==> src/rtl/traffic_pkg.sv <==
// traffic_pkg: light codes, shared pattern constants and phase-timer state encodings
package traffic_pkg;
  localparam logic [1:0] LIGHT_R = 2'b00;
  localparam logic [1:0] LIGHT_Y = 2'b01;
  localparam logic [1:0] LIGHT_G = 2'b10;
  // patterns are {north, east, south, west}
  localparam logic [7:0] PAT_RESET = {LIGHT_Y, LIGHT_Y, LIGHT_Y, LIGHT_Y};
  localparam logic [7:0] PAT_NS_G  = {LIGHT_G, LIGHT_R, LIGHT_G, LIGHT_R};
  localparam logic [7:0] PAT_NS_Y  = {LIGHT_Y, LIGHT_R, LIGHT_Y, LIGHT_R};
  localparam logic [7:0] PAT_EW_G  = {LIGHT_R, LIGHT_G, LIGHT_R, LIGHT_G};
  localparam logic [7:0] PAT_EW_Y  = {LIGHT_R, LIGHT_Y, LIGHT_R, LIGHT_Y};
  localparam logic [7:0] PAT_N_G   = {LIGHT_G, LIGHT_R, LIGHT_R, LIGHT_R};
  localparam logic [7:0] PAT_N_Y   = {LIGHT_Y, LIGHT_R, LIGHT_R, LIGHT_R};
  localparam logic [7:0] PAT_E_G   = {LIGHT_R, LIGHT_G, LIGHT_R, LIGHT_R};
  localparam logic [7:0] PAT_E_Y   = {LIGHT_R, LIGHT_Y, LIGHT_R, LIGHT_R};
  typedef enum logic [2:0] {
    ST_IDLE  = 3'b000,
    ST_LOAD  = 3'b001,
    ST_COUNT = 3'b010,
    ST_HOLD  = 3'b011,
    ST_ADV   = 3'b100
  } tstate_e;
  function automatic logic has_yellow(input logic [7:0] p);
    return p[7:6] == LIGHT_Y || p[5:4] == LIGHT_Y || p[3:2] == LIGHT_Y || p[1:0] == LIGHT_Y;
  endfunction
endpackage

==> src/rtl/tick_prescaler.sv <==
// tick_prescaler: counts enabled clk cycles and pulses tick one cycle after each wrap
module tick_prescaler #(
  parameter int TICK_DIV = 4,
  parameter int PW = $clog2(TICK_DIV)
) (
  input  logic          clk,
  input  logic          rst_n,
  input  logic          en,
  input  logic          clr,
  output logic          tick,
  output logic [PW-1:0] cnt
);
  logic wrap;
  assign wrap = en && cnt == PW'(TICK_DIV - 1);
  always_ff @(posedge clk or negedge rst_n)
    if (!rst_n) begin
      cnt  <= '0;
      tick <= 1'b0;
    end else begin
      cnt  <= clr || wrap ? '0 : en ? cnt + PW'(1) : cnt;
      tick <= wrap && !clr;
    end
endmodule

==> src/rtl/traffic_phase_timer.sv <==
// traffic_phase_timer: dwell timer issuing one advance strobe per light phase
module traffic_phase_timer
  import traffic_pkg::*;
#(
  parameter int TICK_DIV    = 50000000,
  parameter int LONG_TICKS  = 5,
  parameter int SHORT_TICKS = 1
) (
  input  logic       clk,
  input  logic       rst_n,
  input  logic       enable,
  input  logic       short_phase,
  input  logic       hold,
  output logic       advance,
  output logic       sec_tick,
  output logic [3:0] remaining,
  output logic [2:0] state
);
  localparam int PW = $clog2(TICK_DIV);
  if (TICK_DIV < 2 || LONG_TICKS < 1 || LONG_TICKS > 15 || SHORT_TICKS < 1 || SHORT_TICKS > 15) begin : g_bad_params
    $error("traffic_phase_timer: TICK_DIV must be >=2 and LONG_TICKS/SHORT_TICKS within 1..15");
  end
  tstate_e       state_q, state_d;
  logic [3:0]    rem_q, rem_d;
  logic          adv_q;
  logic          wrap;
  logic [PW-1:0] cnt;
  tick_prescaler #(.TICK_DIV(TICK_DIV), .PW(PW)) u_presc (
    .clk  (clk),
    .rst_n(rst_n),
    .en   (state_q == ST_COUNT && enable),
    .clr  (state_q == ST_LOAD),
    .tick (sec_tick),
    .cnt  (cnt)
  );
  assign wrap = state_q == ST_COUNT && enable && cnt == PW'(TICK_DIV - 1);
  always_comb begin
    state_d = ST_IDLE;
    rem_d   = rem_q;
    case (state_q)
      ST_IDLE:  state_d = enable ? ST_LOAD : ST_IDLE;
      ST_LOAD: begin
        state_d = ST_COUNT;
        rem_d   = short_phase ? 4'(SHORT_TICKS) : 4'(LONG_TICKS);
      end
      ST_COUNT: begin
        state_d = !wrap || rem_q != 4'd1 ? ST_COUNT : hold ? ST_HOLD : ST_ADV;
        rem_d   = wrap ? rem_q - 4'd1 : rem_q;
      end
      ST_HOLD:  state_d = hold || !enable ? ST_HOLD : ST_ADV;
      ST_ADV:   state_d = ST_LOAD;
      default:  state_d = ST_IDLE;
    endcase
  end
  always_ff @(posedge clk or negedge rst_n)
    if (!rst_n) begin
      state_q <= ST_IDLE;
      rem_q   <= '0;
      adv_q   <= 1'b0;
    end else begin
      state_q <= state_d;
      rem_q   <= rem_d;
      adv_q   <= state_d == ST_ADV;
    end
  assign advance   = adv_q;
  assign remaining = rem_q;
  assign state     = state_q;
endmodule
==> config.mk <==
export PLATFORM = sky130hd
export DESIGN_NAME = traffic_phase_timer
export DESIGN_NICKNAME = d
export VERILOG_FILES = /design/src/rtl/traffic_pkg.sv /design/src/rtl/tick_prescaler.sv /design/src/rtl/traffic_phase_timer.sv
export SDC_FILE = /design/constraint.sdc
export NUM_CORES = 1
export LEC_CHECK = 0
export BUFFER_PORTS_ARGS = -buffer_cell sky130_fd_sc_hd__buf_4
export CAP_MARGIN = 10
export CELL_PAD_IN_SITES_DETAIL_PLACEMENT = 1
export CELL_PAD_IN_SITES_GLOBAL_PLACEMENT = 2
export CORE_AREA = 10 10 85 80
export CTS_BUF_LIST = sky130_fd_sc_hd__clkbuf_16
export DETAILED_ROUTE_END_ITERATION = 12
export DIE_AREA = 0 0 95 90
export GPL_ROUTABILITY_DRIVEN = 1
export HOLD_SLACK_MARGIN = 0.08
export PLACE_DENSITY_LB_ADDON = 0.1
export REMOVE_ABC_BUFFERS = 1
export SLEW_MARGIN = 5
export SYNTH_ARGS = -nofsm -noshare
export SYNTH_HDL_FRONTEND = slang
export SYNTH_SLANG_ARGS = --single-unit
==> constraint.sdc <==
create_clock -name clk -period 2.85 [get_ports clk]
set_input_delay 0.285 -clock clk [delete_from_list [all_inputs] [get_ports clk]]
set_output_delay 0.285 -clock clk [all_outputs]
set_load 0.01 [all_outputs]
**Word level (Yosys, flattened, before mapping)**

Index checks and enable logic that the tools add are counted.

- Add/sub/neg operators: 2
- Equality and inequality tests: 8
- Multiplexer cells: 10
- Reduce and logical (&&, ||, !) cells: 13

Operators with widths:

| kind | number |
|---|---|
| 2-to-1 mux 26 bit | 2 |
| adder 26 x 1 -> 26 bit, second input constant | 1 |
| equality test 26 bit, second input constant | 1 |
| one-hot mux 3 bit (5 select lines) | 1 |
| 2-to-1 mux 3 bit | 4 |
| one-hot mux 4 bit (2 select lines) | 1 |
| equality test 3 x 2 -> 1 bit, second input constant | 2 |
| equality test 3 bit, second input constant | 2 |
| 2-to-1 mux 4 bit | 1 |
| inequality test 4 x 1 -> 1 bit, second input constant | 1 |
| nonzero test 2 bit | 2 |
| subtractor 4 x 1 -> 4 bit, second input constant | 1 |
| equality test 3 x 1 -> 1 bit, second input constant | 1 |
| logical AND 1 bit | 3 |
| zero test 1 bit | 3 |
| zero test 3 bit | 1 |
| logical OR 1 bit | 3 |
| inequality test 2 x 1 -> 1 bit, second input constant | 1 |
| AND reduction 2 bit | 1 |
| 2-to-1 mux 1 bit | 1 |

- Bits in registers: 35
- Input port bits: 5
- Output and inout bits: 9
- Word-level logic and storage cells: 38

**Depth between registers and ports, before layout**

- Word-level depth: 8
- Gate-level depth with buffers: 8

**Cells and area by module**

From an unflattened synthesis, not the netlist that was laid out.

- Cells, all modules: 212
- Area, all modules: 2080.7 sq um

By module, submodules not included:

| module | instances | cells an instance | area each (sq um) | sequential area each (sq um) |
|---|---|---|---|---|
| tick_prescaler | 1 | 158 | 1534.0 | 675.6 |
| traffic_phase_timer | 1 | 54 | 546.8 | 200.2 |

**Worst setup path after synthesis**

No wires, ideal clock.

- Path type: register -> register
- Start point: register state_q[0], in the netlist state[0]
- End point: register rem_q[3], in the netlist remaining[3]
- Library setup time: 78 ps
- Arrival time: 1745 ps
- Data required time: 2772 ps
- Path slack: 1028 ps
- Cell stages (with the launch flop): 8
- Buffers on the path: 2
- Clock period less this slack: 1822 ps
- Path through: dfrtp_1 buf_6 nand4bb_1 buf_2 nor2_4 nand3_4 or4b_1 a21oi_1

- Cells in the longest elaborated chain, start to end: 5
- Elaborated cells between the ends (all ways): 8
- Those cells by class: 3 x eq/ne; 1 x mux; 4 x reduce/logical

Ends and longest elaborated chain:

| what | line | RTL |
|---|---|---|
| start: declaration | traffic_phase_timer.sv:23 | `tstate_e state_q, state_d;` |
| start signal: assignment | traffic_phase_timer.sv:61 | `state_q <= state_d;` |
| equality test 3 x 2 -> 1 bit | traffic_phase_timer.sv:36, traffic_phase_timer.sv:40 |  |
| logical AND 1 bit (2 in a row) | traffic_phase_timer.sv:36 | `assign wrap = state_q == ST_COUNT && enable && cnt == PW'(TICK_DIV - 1);` |
| inequality test 2 x 1 -> 1 bit (no line) | -- |  |
| AND reduction 2 bit (no line) | -- |  |
| end signal: assignment | traffic_phase_timer.sv:62 | `rem_q <= rem_d;` |
| end: declaration | traffic_phase_timer.sv:24 | `logic [3:0] rem_q, rem_d;` |

Several ways; a longest one is shown, not always the timed one.
A chain may end at the register's enable or synchronous reset.

**Worst setup path after layout**

- Start point: register state_q[0], in the netlist state[0]
- End point: register u_presc.cnt[25]

- Cells in the longest elaborated chain, start to end: 5
- Elaborated cells between the ends (all ways): 7
- Those cells by class: 2 x eq/ne; 1 x mux; 4 x reduce/logical

Ends and longest elaborated chain:

| what | line | RTL |
|---|---|---|
| equality test 3 x 2 -> 1 bit | traffic_phase_timer.sv:31 | `.en (state_q == ST_COUNT && enable),` |
| logical AND 1 bit | traffic_phase_timer.sv:31 |  |
| logical AND 1 bit | tick_prescaler.sv:14 | `assign wrap = en && cnt == PW'(TICK_DIV - 1);` |
| logical OR 1 bit | tick_prescaler.sv:20 | `cnt <= clr \|\| wrap ? '0 : en ? cnt + PW'(1) : cnt;` |
| 2-to-1 mux 26 bit / nonzero test 2 bit (equally long branches) | -- |  |
| end signal: assignment | tick_prescaler.sv:20 |  |
| end: declaration | tick_prescaler.sv:11 | `output logic [PW-1:0] cnt` |

Several ways; a longest one is shown, not always the timed one.

==> summary.txt <==
Status
  • Run status: completed

Drt
  • Drt drc: 0
  • Routed via count: 1532
  • WL/cell: roughly 17 um
  • Vias per std cell: 5.34
  • DRT iter0 DRCs: between 60 and 70
  • Count of antenna-violating nets left after detailed routing: 0
  • 1st-pass router iterations: 4
  • Total length of routed wires: 4.87 mm

Cells and area
  • Share of post-route cells with drive strength above 1: between 10% and 20%
  • Count of inserted antenna diode cells: 0
  • Summed area of non-filler cells in the final layout: around 2300 um^2
  • Layout-stage area growth over the synthesis result: 15.7%
  • Net count of the finished layout: 227

Yosys
  • Cell count after synthesis: around 200
  • Seq cells post-synth: 35
  • List of most frequent post-synthesis cells: 35 x dfrtp_1, 32 x nor2_1, 16 x xnor2_1
  • Number of flops mapped to enable cells by yosys: 0
  • Post-Syn Area: 2000 um^2
  • Number of unique standard cell types used by synthesis: 49
  • Mean cell area of the mapped netlist: 9.93 um^2
  • YS warnings: 0
  • Fraction of post-synthesis cell area in the top cell type by area: 43.9%
  • Post-synth ARST share: between 90% and 100%
  • Largest area contributor in the synthesized netlist: dfrtp_1
  • Sequential share of the synthesized area: 43.9%
  • Leading register cell type out of synthesis: dfrtp_1
  • Top post-synthesis cells by area: dfrtp_1 44%, xnor2_1 7.0%, nor2_1 6.0%, nand3_1 3.5%, xor2_1 3.1%
  • Most common cell in the netlist: dfrtp_1

Run
  • Maximum Capacitance Violations: 0

Power and ir drop
  • Leakage: roughly 1 nW
  • VDD IR-drop max: 418 uV
  • Power per unit of standard cell area: 640 nW/um^2

Global route
  • Global routing usage on met1: 17.5%
  • Overall track demand over capacity in global routing: between 10% and 20%
  • Met3 routing resource usage after global routing: 3.16%
  • Peak-usage layer in the global routing report: met2
  • Via count of the first global-routing pass: 1658
  • Global route total overflow: 0
  • Pin count of the biggest net entering global routing: 36
  • Antenna violations before repair: 0
  • Global-route met2 utilization: 18.5%
  • Global-route wire length before repair: ~8.7 mm

STA
  • Worst clock skew: 0.00634 ns
  • Setup repair after global routing missed its margin: false
  • Setup total negative slack: 0 ns
  • Fin. max-slew vios: 0
  • Max Clock Freq: 450 MHz
  • Max-slew headroom: 49.1%
  • Least-Margin Pin Slew: about 0.76 ns
  • Tcrit/Tclk final: 78.0%
  • Hold violation total from the final report: 0
  • Min cycle time layout: 2.22 ns
  • Final-report setup violation count: 0

Min path
  • Worst Min Path Start: hold
  • Worst hold path class: input pin to flop

Clocking
  • Post-CTS setup repair buffer count: 0
  • Maximum buffer depth of the clock tree: 2
  • Clock tree root driver cell: clkbuf_16
  • Post-cts repair resize count: 0
  • CTS H-Tree Depth: 2
  • Clock buffers created by TritonCTS: 5
  • Reg clk slew, reported paths: 0.06 ns
  • Number of clock sinks: 35
  • Insertion delay to the later sink of the worst-skew pair: roughly 0.28 ns
  • Clock tree from TritonCTS: yes

Critical path
  • Start point of the critical path: state[0]
  • Critical Path Fanout Max: 13
  • Element type at the critical path end: flop
  • Path type of the worst setup path: flop to flop
  • Kind of launch point of the worst setup path: flop
  • Required time of the critical path: 3.01 ns
  • FF-to-FF Start: state[0]
  • Arrival time worst endpoint: 2.38 ns

Floorplan
  • Std cell rows: 25
  • Die boundary height: around 90 um
  • Die Span X: about 95 um
  • CORE AREA: 5070 um^2
  • Initial cell density of the core: 39.4%
  • Die outline area: 8550 um^2
  • Top-level I/O count: 14

Placed design
  • Detailed placer's ending HPWL: between 3 and 4 mm
  • RePlAce Congestion: 0.799
  • Area post-placement: 2160 um^2
  • Number of port buffers: 13
==> logic make-up (layout without fill, tap and decap cells) <==
| family | after synthesis | count (layout) | share of synthesized area (%) |
|---|---|---|---|
| flops | 35 | 35 | 43.9 |
| compound gates | 17 | 17 | 6.83 |
| fa+ha+maj | 3 | 3 | 1.88 |
| mux | 2 | 2 | 1.07 |
| buf+inv | 10 | 29 | 2.63 |
| simple gates | 111 | 111 | 33.6 |
| xor+xnor | 23 | 23 | 10.1 |
==> where the power goes <==
group / leakage, nW / internal [mW] / switching (mW)
Clock: 0.0701 / 0.314 / 0.196
Combinational: 0.462 / 0.143 / 0.182
Sequential: 0.470 / 0.548 / 0.0941
Total: 1.00 / 1.00 / 0.472
==> critical path, stage by stage (launching register included) <==
cell and delay (ns):
dfrtp_1 0.48, and4bb_1 0.43, o2111ai_2 0.44, nor4b_1 0.52
xnor2_1 0.17, nor2_1 0.06
==> layer usage <==
metal | share of wire, % | wire length, um | up-vias
li1 | - | - | 743
met1 | 49 | 2410 | 766
met2 | 47 | 2280 | 20
met4 | 0.35 | 17 | 0
met5 | 0 | 0 | -
met3 | 3.2 | 157 | 3
==> path summary, 6_finish.rpt <==
path | to | slack, ns | cells after the start
max in group asynchronous | u_presc.cnt[9] | 2.02 | 2
worst min-delay path | state[0] | 0.26 | 2
worst min register to register | u_presc.cnt[6] | 0.56 | 2
min in group asynchronous | u_presc.cnt[21] | 0.50 | 2
worst max register to register | u_presc.cnt[25] | 0.63 | 5
worst max-delay path | u_presc.cnt[25] | 0.63 | 5
==> per-stage QoR <==
stage               total power, mW  setup slack (ns)  util, %  hold slack [ns]  std cells
floorplan                     0.828             0.855        -          -0.0106        195
global placement              0.945             0.743     42.7            0.269        278
detailed placement            0.972             0.620     42.7            0.279        278
CTS                            1.49             0.615     45.6            0.257        287
global route                   1.58             0.431     45.6            0.283        287
finish                         1.48             0.628     45.6            0.259        287
==> layout make-up <==
cell class / count / area, um^2
clock inverters: 3 / 11.3
repair buffers: 17 / 130
well taps: 67 / 83.8
flip-flops and latches: 35 / 876
multi-input cells: 156 / 1070
inverters: 4 / 15.0
fillers: 583 / 2760
clock buffers: 5 / 125
==> cell usage in the layout, fill, tap and decap left out, types with 2 or more instances in the layout <==
master	count
and3_1	8
nor3_2	2
nand2_1	15
o21ba_1	2
inv_1	5
nor2_1	32
nor4_2	4
nor3_1	4
nand2b_1	2
o21ai_0	2
clkinv_1	2
xor2_1	7
xnor2_1	16
and2_1	2
dfrtp_1	35
nand3_1	14
and4_1	2
nand4_1	5
buf_4	16
a21oi_1	8
ha_1	3
nor4_1	3
clkbuf_16	5
==> state kept, by name (all words and copies together), names as in the netlist <==
signal,count
u_presc.cnt,26
remaining,4
u_presc.tick,1
state,3
advance,1
==> timing repair <==
action,in CTS,in global routing
hold buffers,1,0
endpoints found under the hold margin,35,0
setup endpoints to repair,0,0
Note: power is estimated with default switching activity, not from simulation.
